===== src/rtl/mantissa_align_shifter.sv =====
// Multi-cycle right-shift aligner: shifts a 53-bit mantissa by up to STEP bits per cycle toward Target_Exp.
// Define ALIGN_STICKY_EN to accumulate shifted-out bits into sticky; otherwise sticky is tied to 0.
module mantissa_align_shifter #(
  parameter int STEP = 8
) (
  input  logic        clk,
  input  logic        rst,
  input  logic        in_valid,
  output logic        in_ready,
  input  logic [52:0] Input_Mantissa,
  input  logic [10:0] Input_Exp,
  input  logic [10:0] Target_Exp,
  output logic        out_valid,
  input  logic        out_ready,
  output logic [52:0] Output_Mantissa,
  output logic [10:0] Output_Exp,
  output logic        guard,
  output logic        round,
  output logic        sticky
);

  typedef enum logic [1:0] {IDLE, SHIFT, DONE} state_t;

  localparam logic [5:0] STEP_W  = 6'(STEP);
  localparam logic [10:0] MAX_SH = 11'd56;

  state_t      state_q, state_d;
  logic [52:0] m_q, m_d;
  logic        g_q, g_d, r_q, r_d;
  logic [10:0] exp_q, exp_d;
  logic [5:0]  rem_q, rem_d;

  logic [10:0] diff;
  logic [5:0]  rem_init;
  logic [5:0]  step_amt;
  logic [54:0] sh_mgr;

  always_comb begin
    diff     = Target_Exp - Input_Exp;
    rem_init = 6'd0;
    if (Target_Exp > Input_Exp)
      rem_init = (diff > MAX_SH) ? MAX_SH[5:0] : diff[5:0];
    step_amt = (rem_q < STEP_W) ? rem_q : STEP_W;
  end

`ifdef ALIGN_STICKY_EN
  logic        s_q, s_d;
  logic [70:0] ext_sh;
  logic        drop_any;

  // Extra 16 zero bits catch everything pushed past round in one step (STEP <= 16).
  always_comb begin
    ext_sh   = {m_q, g_q, r_q, 16'b0} >> step_amt;
    sh_mgr   = ext_sh[70:16];
    drop_any = |ext_sh[15:0];
  end

  always_comb begin
    s_d = s_q;
    if (state_q == IDLE && in_valid) s_d = 1'b0;
    else if (state_q == SHIFT)       s_d = s_q | drop_any;
  end

  always_ff @(posedge clk or posedge rst) begin
    if (rst) s_q <= 1'b0;
    else     s_q <= s_d;
  end

  assign sticky = s_q;
`else
  always_comb sh_mgr = {m_q, g_q, r_q} >> step_amt;
  assign sticky = 1'b0;
`endif

  always_comb begin
    state_d = state_q;
    m_d     = m_q;
    g_d     = g_q;
    r_d     = r_q;
    exp_d   = exp_q;
    rem_d   = rem_q;
    case (state_q)
      IDLE: begin
        if (in_valid) begin
          m_d     = Input_Mantissa;
          g_d     = 1'b0;
          r_d     = 1'b0;
          exp_d   = (Target_Exp > Input_Exp) ? Target_Exp : Input_Exp;
          rem_d   = rem_init;
          state_d = (rem_init == 6'd0) ? DONE : SHIFT;
        end
      end
      SHIFT: begin
        {m_d, g_d, r_d} = sh_mgr;
        rem_d           = rem_q - step_amt;
        if (rem_d == 6'd0) state_d = DONE;
      end
      DONE: begin
        if (out_ready) state_d = IDLE;
      end
      default: state_d = IDLE;
    endcase
  end

  always_ff @(posedge clk or posedge rst) begin
    if (rst) begin
      state_q <= IDLE;
      m_q     <= '0;
      g_q     <= 1'b0;
      r_q     <= 1'b0;
      exp_q   <= '0;
      rem_q   <= '0;
    end else begin
      state_q <= state_d;
      m_q     <= m_d;
      g_q     <= g_d;
      r_q     <= r_d;
      exp_q   <= exp_d;
      rem_q   <= rem_d;
    end
  end

  assign in_ready        = (state_q == IDLE);
  assign out_valid       = (state_q == DONE);
  assign Output_Mantissa = m_q;
  assign Output_Exp      = exp_q;
  assign guard           = g_q;
  assign round           = r_q;

endmodule


===== config.mk =====
export PLATFORM = sky130hd
export DESIGN_NAME = mantissa_align_shifter
export DESIGN_NICKNAME = d
export VERILOG_FILES = /design/src/rtl/mantissa_align_shifter.sv
export SDC_FILE = /design/constraint.sdc
export NUM_CORES = 1
export LEC_CHECK = 0
export ABC_AREA = 1
export BUFFER_PORTS_ARGS = -buffer_cell sky130_fd_sc_hd__buf_2
export CAP_MARGIN = 20
export CELL_PAD_IN_SITES_DETAIL_PLACEMENT = 1
export CELL_PAD_IN_SITES_GLOBAL_PLACEMENT = 1
export CORE_MARGIN = 10
export CORE_UTILIZATION = 25
export DETAILED_ROUTE_END_ITERATION = 8
export PLACE_DENSITY_LB_ADDON = 0.25
export SLEW_MARGIN = 20
export SYNTH_ARGS = -nofsm -noshare
export SYNTH_HDL_FRONTEND = slang
export SYNTH_SLANG_ARGS = --single-unit

===== constraint.sdc =====
create_clock -name clk -period 2.45 [get_ports clk]
set_input_delay 0.245 -clock clk [delete_from_list [all_inputs] [get_ports clk]]
set_output_delay 0.245 -clock clk [all_outputs]
set_load 0.1 [all_outputs]

==> run_results.csv, run 1 <==
group,metric,value,unit
worst_setup_path,cp-start-kind,"flip-flop",
logic_synthesis,yosys_most_used_dff,"dfrtp_1",
cells_and_area,drive_above_1_share,20.1,%
logic_synthesis,async_reset_ff_share,100,%
logic_synthesis,synth_cell_types,43,
floorplanning,ios,148,
logic_synthesis,syn_inst,1033,
clock_tree,cts_resized,0,
detailed_routing,wire_per_inst,18.2,um
worst_setup_path,criticalPathCategory,"flip-flop to flip-flop",
clock_tree,cts.hold.buffers_added,0,
clock_tree,clockBufferDepth,2,
logic_synthesis,avgSynthCellArea,6.24,um2
clock_tree,cts_setup_buffers,0,
detailed_routing,drt_iter0_drc,444,
detailed_routing,drtAntennaViolNets,0,
sta,finalCritPeriodShare,92.1,%
clock_tree,clk_pin_slew_worst_paths,0.07,ns
status,status,"finished, violations left",
worst_setup_path,max_stage_delay,0.43,ns
clock_tree,insertion_delay,0.36,ns
sta,fin_setup_tns,0,ns
cells_and_area,area_delta_synth_final,24.1,%
global_routing,antenna_found_initial,1,
logic_synthesis,synth.yosys.seq_area_share,28.7,%
placement,gp_congestion,0.867,
clock_tree,cts_made_buffers,9,
detailed_routing,vias,7329,
status,violations,"hold timing",
floorplanning,fp.dieW,181,um
global_routing,grt_pass1_wl,43.7,mm
sta,max_freq,443,MHz
worst_setup_path,cp.required,2.66,ns
global_routing,grt_pass1_vias,7703,
worst_setup_path,crit_chain,"nor2_4, nand2_4, nor2_8, buf_4, nand2_1, o21ai_1, nand2_1, o21ai_1, o21ai_0, o31ai_1, o22ai_1",
logic_synthesis,synth_nets,1125,
worst_setup_path,worst-path-buf-inv,1,
cells_and_area,diodes,0,
sta,min_period,2.26,ns
worst_setup_path,crit_path_max_fanout,21,
clock_tree,cts_tree,"built",
detailed_routing,firstDrtPassIters,5,
worst_setup_path,cp.arrival,2.47,ns
placement,numPortBuffers,146,
logic_synthesis,synth_area,6440,um2
floorplanning,die_area,32600,um2
logic_synthesis,ys_seq_elements,74,
logic_synthesis,synthTopCellsByArea,"dfrtp_1, nand2_1, o21ai_1, inv_1, o21ai_0",
job,maxCapViolCount,0,
cells_and_area,fin_nets,1264,
sta,slew_viol_final,0,
global_routing,grtUsageTotal,16.5,%
sta,relSlewSlack,63.8,%
logic_synthesis,yosysTopAreaCell,"dfrtp_1",
detailed_routing,wirelength,27.5,mm
global_routing,grt_overflow_total,0,
cells_and_area,final_common_cell,"nand2_1",
worst_setup_path,critical-path-top-delay-family,"compound AO/OA/AOI/OAI gates",
logic_synthesis,synth_warnings,0,
cells_and_area,mostFrequentLayoutCells,"nand2_1, buf_2, inv_1",
logic_synthesis,synth_top_area_share,28.7,%
sta,rsz0062_at_grt,"no",
clock_tree,cts-root-buf,"clkbuf_16",
global_routing,grt_max_degree,75,
floorplanning,start_util,25.5,%
floorplanning,coreArea,25300,um2
logic_synthesis,synth_edf_count,0,
clock_tree,h-tree-depth,3,
detailed_routing,avgViaCountPerCell,4.86,
detailed_routing,drc,0,
sta,finalSetupViolCount,0,
sta,skew,0.0139,ns
floorplanning,die_height,181,um
sta,hold_viol,14,
worst_setup_path,worstSetupEndpointType,"flip-flop",
cells_and_area,fill_cells,3270,
worst_setup_path,critPathSlowestCell,"dfrtp_1",
clock_tree,clock-sinks,74,
placement,dpl.hpwl,21.0,mm
sta,whs,-0.0101,ns
floorplanning,rows,58,
sta,worstMarginPinSlew,0.543,ns
hold_path,hold_path.class,"input port to async pin",
## path summary, 6_finish.rpt
path | to | startpoint | slack (ns) | cells after the start
max in group asynchronous | Output_Exp[10] | rst | 2.11 | 3
worst max register to register | Output_Mantissa[5] | rem_q[4] | 0.19 | 11
worst min register to register | Output_Exp[4] | Output_Exp[4] | 0.48 | 2
worst max-delay path | Output_Mantissa[5] | rem_q[4] | 0.19 | 11
min in group clk | Output_Exp[3] | Target_Exp[3] | 0.15 | 3
worst min-delay path | Output_Mantissa[7] | rst | -0.01 | 3
## cell families (layout without fill, tap and decap cells)
family | Yosys count | in the layout | share of synthesized area, %
flip-flops | 74 | 74 | 28.7
XOR/XNOR | 1 | 1 | 0.136
multiplexers | 6 | 6 | 0.932
adder cells (fa/ha/maj) | 13 | 13 | 2.64
AND/OR/NAND/NOR | 460 | 460 | 29.4
buffers and inverters | 178 | 322 | 11.8
other | 2 | 2 | 0.117
AO/OA/AOI/OAI | 299 | 299 | 26.1
## through the flow
stage / instances / hold slack (ns) / setup WS, ns / instance area, um2 / utilization [%]
2_1_floorplan: 1033 / 0.392 / 0.184 / 6450 / -
3_3_place_gp: 1491 / 0.375 / 0.123 / 7680 / 30.4
3_5_place_dp: 1491 / 0.379 / 0.00608 / 7680 / 30.4
4_1_cts: 1507 / 0.00739 / 0.168 / 7980 / 31.6
5_1_grt: 1507 / 0.0260 / 0.0241 / 8000 / 31.7
6_report: 1507 / -0.0101 / 0.193 / 8000 / 31.7
## area by class of cell
| type | count | area (um2) | share of cell area [%] |
|---|---|---|---|
| repair buffers | 188 | 1130 | 14.2 |
| inverters | 118 | 444 | 5.56 |
| clock inverters | 7 | 70.1 | 0.876 |
| multi-input cells | 781 | 3860 | 48.2 |
| flip-flops and latches | 74 | 1850 | 23.2 |
| clock buffers | 9 | 225 | 2.82 |
| well taps | 330 | 413 | 5.16 |
## worst reg2reg max path: stages (launching register included)
cell,delay (ns)
dfrtp_1,0.43
nor2_4,0.14
nand2_4,0.14
nor2_8,0.19
buf_4,0.26
nand2_1,0.07
o21ai_1,0.12
nand2_1,0.07
o21ai_1,0.17
o21ai_0,0.17
o31ai_1,0.25
o22ai_1,0.10
## state kept, by name, summed over array words and instances, names as in the netlist
signal / count
round: 1
Output_Exp: 11
rem_q: 6
guard: 1
Output_Mantissa: 53
state_q: 2
## cells in the mapped netlist, types with 5 or more instances
| master | number |
|---|---|
| o211ai_1 | 12 |
| nand3_1 | 36 |
| inv_1 | 114 |
| o21ai_1 | 89 |
| a21oi_1 | 55 |
| buf_6 | 6 |
| nor2_1 | 43 |
| a32oi_1 | 9 |
| o21ai_0 | 84 |
| mux2i_1 | 6 |
| ha_1 | 12 |
| o22ai_1 | 16 |
| o221ai_1 | 5 |
| buf_2 | 22 |
| clkbuf_1 | 22 |
| dfrtp_1 | 74 |
| buf_4 | 6 |
| nand2_1 | 353 |
| a22oi_1 | 8 |
## routing by layer
| layer | part of all wire (%) | wire (um) | GRT usage [%] |
|---|---|---|---|
| met1 | 48 | 13300 | 22.2 |
| met5 | 0.025 | 7 | 0 |
| met4 | 0.85 | 235 | 3.28 |
| met2 | 46 | 12600 | 26.6 |
| met3 | 4.8 | 1310 | 3.39 |
Power of run 1 is left out: the tool's default activity adds up to more than one toggle a clock period on the data nets, which glitch-free logic cannot reach.
==> run 2: changes to the inputs <==
--- a/config.mk
+++ b/config.mk
@@ -13,7 +13,7 @@
 export CORE_MARGIN = 10
 export CORE_UTILIZATION = 25
 export DETAILED_ROUTE_END_ITERATION = 8
-export PLACE_DENSITY_LB_ADDON = 0.25
+export PLACE_DENSITY = 0.62
 export SLEW_MARGIN = 20
 export SYNTH_ARGS = -nofsm -noshare
 export SYNTH_HDL_FRONTEND = slang
==> run_results.csv, run 2 (synthesis gave the netlist of run 1 again) <==
group,metric,value,unit
clock_tree,clock-sinks,74,
sta,fin_setup_tns,0,ns
global_routing,grt_max_degree,42,
cells_and_area,final_common_cell,"nand2_1",
sta,slew_viol_final,0,
worst_setup_path,critPathSlowestCell,"dfrtp_1",
placement,numPortBuffers,146,
clock_tree,insertion_delay,0.36,ns
cells_and_area,drive_above_1_share,19.9,%
sta,finalCritPeriodShare,93.3,%
placement,gp_congestion,0.855,
detailed_routing,drt_iter0_drc,369,
worst_setup_path,cp-start-kind,"flip-flop",
global_routing,grt_pass1_vias,7617,
detailed_routing,vias,7383,
worst_setup_path,max_stage_delay,0.44,ns
cells_and_area,largest_reg_flops,53,
detailed_routing,drtAntennaViolNets,0,
worst_setup_path,critical-path-top-delay-family,"compound AO/OA/AOI/OAI gates",
sta,finalSetupViolCount,0,
placement,dpl.hpwl,21.1,mm
worst_setup_path,crit_start,"rem_q[4]",
sta,hold_viol,0,
floorplanning,die_height,181,um
floorplanning,ios,148,
global_routing,grt_overflow_total,0,
worst_setup_path,criticalPathCategory,"flip-flop to flip-flop",
global_routing,grt_pass1_wl,43.1,mm
floorplanning,die_area,32600,um2
clock_tree,h-tree-depth,3,
hold_path,min_from,"Target_Exp[4]",
clock_tree,clk_pin_slew_worst_paths,0.07,ns
sta,min_period,2.29,ns
worst_setup_path,crit_path_max_fanout,21,
job,maxCapViolCount,0,
worst_setup_path,crit_chain,"nor2_4, nand2_8, nor2_8, inv_2, buf_4, o21ai_1, o22ai_1, o21ai_1, o211ai_1, nand2_1",
worst_setup_path,cp.required,2.74,ns
cells_and_area,mostFrequentLayoutCells,"nand2_1, buf_2, inv_1",
clock_tree,clockBufferDepth,2,
detailed_routing,wire_per_inst,18.0,um
sta,max_freq,437,MHz
floorplanning,fp.dieW,181,um
worst_setup_path,cp.arrival,2.58,ns
sta,relSlewSlack,57.3,%
clock_tree,cts-root-buf,"clkbuf_16",
cells_and_area,area_delta_synth_final,24.1,%
clock_tree,cts_made_buffers,9,
detailed_routing,firstDrtPassIters,4,
floorplanning,coreArea,25300,um2
sta,worstMarginPinSlew,0.640,ns
cells_and_area,fill_cells,3344,
clock_tree,cts_tree,"built",
worst_setup_path,worst-path-buf-inv,2,
detailed_routing,wirelength,27.1,mm
cells_and_area,fin_nets,1265,
status,status,"finished, final reports clean",
detailed_routing,avgViaCountPerCell,4.90,
floorplanning,start_util,25.5,%
worst_setup_path,crit_top_cell,"o21ai_1",
worst_setup_path,worstReg2RegStart,"rem_q[4]",
detailed_routing,drc,0,
worst_setup_path,worstSetupEndpointType,"flip-flop",
hold_path,hold_path.class,"input port to flip-flop",
floorplanning,rows,58,
global_routing,grtUsageTotal,16.1,%
sta,skew,0.00916,ns
global_routing,antenna_found_initial,2,
==> run 2: cell count changes in the layout (fill, tap and decap cells not counted), sizes merged <==
| cell | before | now |
|---|---|---|
| diode | 0 | 1 |
| clkinv | 6 | 4 |
| dlygate4sd3 | 0 | 1 |
| clkbuf | 9 | 10 |
==> run 2: tightest hold or removal path: stages <==
cell and delay [ns]:
buf_2 0.09, o21ai_0 0.08, nand2_1 0.06
==> run 2: path summary, 6_finish.rpt <==
check	endpoint	cells past startpoint	slack [ns]
setup / recovery	Output_Mantissa[21]	10	0.16
hold / removal	Output_Exp[4]	3	0.14
setup reg to reg	Output_Mantissa[21]	10	0.16
hold reg to reg	Output_Exp[2]	2	0.48
max in group asynchronous	Output_Mantissa[11]	4	1.39
min in group asynchronous	Output_Exp[0]	3	0.38
==> run 2: timing repair <==
action | 4_1_cts | 5_1_grt
endpoints found under the setup margin | 0 | 3
hold endpoints to repair | 13 | 0
hold buffers | 1 | 0
gates resized for setup | 0 | 6
buffers inserted | 0 | 4
==> run 2: area by class of cell <==
| cell class | instances | area (um2) | area share, % |
|---|---|---|---|
| antenna | 1 | 2.50 | 0.0313 |
| clock buffer | 10 | 229 | 2.86 |
| timing repair buffer | 189 | 1130 | 14.2 |
| inverter | 118 | 444 | 5.56 |
| clock inverter | 5 | 56.3 | 0.704 |
| multi-input combinational | 781 | 3860 | 48.3 |
| tap | 330 | 413 | 5.16 |
| sequential | 74 | 1850 | 23.2 |
==> run 2: layer usage <==
| layer | up-vias | part of all wire [%] | track usage (%) |
|---|---|---|---|
| met1 | 3515 | 48 | 21.1 |
| met4 | 0 | 1.3 | 4.10 |
| met5 | - | 0 | 0 |
| li1 | 3685 | - | - |
| met2 | 164 | 46 | 26.3 |
| met3 | 19 | 5.5 | 3.55 |
==> run 2: through the flow <==
stage	util [%]	setup slack, ns	cell area, um2	instances	hold WS [ns]
3_5_place_dp	30.3	0.0418	7640	1487	0.219
4_1_cts	31.4	0.123	7940	1503	0.139
3_3_place_gp	30.3	0.104	7640	1487	0.215
2_1_floorplan	-	0.184	6450	1033	0.392
6_report	31.7	0.163	8000	1508	0.138
5_1_grt	31.6	-0.0100	7990	1507	0.145
Power of run 2 is left out for the same reason.
==> run 3: changes to the inputs <==
--- a/config.mk
+++ b/config.mk
@@ -8,12 +8,11 @@
 export ABC_AREA = 1
 export BUFFER_PORTS_ARGS = -buffer_cell sky130_fd_sc_hd__buf_2
 export CAP_MARGIN = 20
-export CELL_PAD_IN_SITES_DETAIL_PLACEMENT = 1
-export CELL_PAD_IN_SITES_GLOBAL_PLACEMENT = 1
 export CORE_MARGIN = 10
 export CORE_UTILIZATION = 25
 export DETAILED_ROUTE_END_ITERATION = 8
-export PLACE_DENSITY = 0.62
+export MAX_ROUTING_LAYER = met4
+export PLACE_DENSITY = 0.47
 export SLEW_MARGIN = 20
 export SYNTH_ARGS = -nofsm -noshare
 export SYNTH_HDL_FRONTEND = slang
==> run_results.csv, run 3 (synthesis gave the netlist of run 1 again) <==
group,metric,value,unit
sta,worstMarginPinSlew,0.542,ns
cells_and_area,mostFrequentLayoutCells,"nand2_1, buf_2, inv_1",
clock_tree,cts_setup_buffers,0,
floorplanning,fp.dieW,181,um
job,maxCapViolCount,0,
cells_and_area,fin_nets,1257,
cells_and_area,fill_cells,2888,
floorplanning,coreArea,25300,um2
cells_and_area,area_delta_synth_final,23.1,%
sta,fin_setup_tns,0,ns
clock_tree,clk_pin_slew_worst_paths,0.07,ns
sta,min_period,2.20,ns
status,status,"finished, final reports clean",
clock_tree,h-tree-depth,3,
hold_path,min_to,"Output_Mantissa[32]",
placement,gp_congestion,0.920,
detailed_routing,vias,7204,
sta,finalSetupViolCount,0,
hold_path,hold_path_depth,3,
sta,hold_viol,0,
placement,numPortBuffers,146,
worst_setup_path,critPathSlowestCell,"dfrtp_1",
worst_setup_path,max_stage_delay,0.42,ns
worst_setup_path,cp.arrival,2.44,ns
floorplanning,start_util,25.5,%
sta,relSlewSlack,63.8,%
sta,slew_viol_final,0,
global_routing,grt_max_degree,53,
global_routing,grt_pass1_vias,7103,
clock_tree,cts_made_buffers,9,
worst_setup_path,crit_start,"rem_q[4]",
global_routing,grt_pass1_wl,40.3,mm
clock_tree,insertion_delay,0.35,ns
sta,finalCritPeriodShare,89.9,%
cells_and_area,multi_input_area,3850,um2
worst_setup_path,cp.required,2.69,ns
detailed_routing,wire_per_inst,17.0,um
worst_setup_path,r2r-end,"Output_Mantissa[21]",
worst_setup_path,reg2reg_slack,0.25,ns
worst_setup_path,worstReg2RegStart,"rem_q[4]",
cells_and_area,largest_reg_flops,53,
sta,max_freq,454,MHz
clock_tree,clockBufferDepth,2,
detailed_routing,avgViaCountPerCell,4.80,
worst_setup_path,crit_path_max_fanout,52,
detailed_routing,firstDrtPassIters,5,
cells_and_area,regArea,1850,um2
floorplanning,die_area,32600,um2
clock_tree,cts_tree,"built",
global_routing,grtUsageTotal,15.7,%
detailed_routing,drc,0,
sta,rsz0062_at_grt,"no",
worst_setup_path,crit_chain,"nor2_4, nand2_8, nor2_8, buf_12, nand2_1, o21ai_1, nand2_1, o21ai_1, o21ai_1, nor2_1, o21ai_1, o211ai_1, nand2_1",
hold_path,hold_path.class,"input port to flip-flop",
floorplanning,die_height,181,um
global_routing,antenna_found_initial,1,
placement,dpl.hpwl,19.7,mm
detailed_routing,drt_iter0_drc,484,
worst_setup_path,worstSetupEndpointType,"flip-flop",
detailed_routing,wirelength,25.6,mm
clock_tree,cts-root-buf,"clkbuf_16",
worst_setup_path,criticalPathCategory,"flip-flop to flip-flop",
global_routing,grt_overflow_total,0,
detailed_routing,drtAntennaViolNets,0,
hold_path,min_from,"Input_Mantissa[32]",
worst_setup_path,reg2regPathDepth,13,
cells_and_area,drive_above_1_share,19.3,%
worst_setup_path,cp-start-kind,"flip-flop",
clock_tree,clock-sinks,74,
worst_setup_path,crit_top_cell,"o21ai_1",
sta,skew,0.0148,ns
cells_and_area,final_common_cell,"nand2_1",
floorplanning,rows,58,
floorplanning,ios,148,
==> run 3: worst max-delay path: cells and delay by family, from the launching register on <==
family | cells | cell delay, ns
AND/OR/NAND/NOR | 7 | 0.84
buffers and inverters | 1 | 0.22
AO/OA/AOI/OAI | 5 | 0.58
flip-flops | 1 | 0.42
==> run 3: what timing repair did <==
item / 4_1_cts / 5_1_grt
endpoints found under the hold margin: 17 / 0
endpoints found under the setup margin: 0 / 3
hold buffers: 1 / 0
resized for setup: 0 / 3
==> run 3: how the worst max path moves through the flow <==
stage,to,slack [ns],cells past startpoint
floorplan,Output_Mantissa[35],0.18,10
global placement,state_q[0],0.12,19
detailed placement,state_q[0],0.04,19
CTS,state_q[0],0.22,11
global route,Output_Mantissa[22],0.02,13
finish,Output_Mantissa[21],0.25,13
==> run 3: stage by stage <==
step	cells	hold slack, ns	instance area, um2	utilization, %	setup slack, ns
after floorplan	1033	0.392	6450	-	0.184
after detailed placement	1483	0.268	7620	30.2	0.0364
after global routing	1501	0.144	7930	31.4	0.0202
after CTS	1500	0.133	7920	31.3	0.219
after global placement	1483	0.258	7620	30.2	0.115
final	1502	0.137	7930	31.4	0.247
==> run 3: final cells by class <==
cell class                 instances  share of cell area (%)
antenna                            2                  0.0631
multi-input combinational        781                    48.6
timing repair buffer             181                    13.7
tap                              330                    5.21
clock buffer                      10                    3.01
clock inverter                     6                   0.521
sequential                        74                    23.3
inverter                         118                    5.60
==> run 3: per-layer routing <==
metal | vias up | routed length [um] | track usage, %
met5 | - | 0 | -
met4 | 0 | 245 | 3.15
met3 | 18 | 1690 | 3.76
met2 | 226 | 11700 | 24.5
met1 | 3281 | 12000 | 20.3
li1 | 3679 | - | -
Power of run 3 is left out for the same reason.
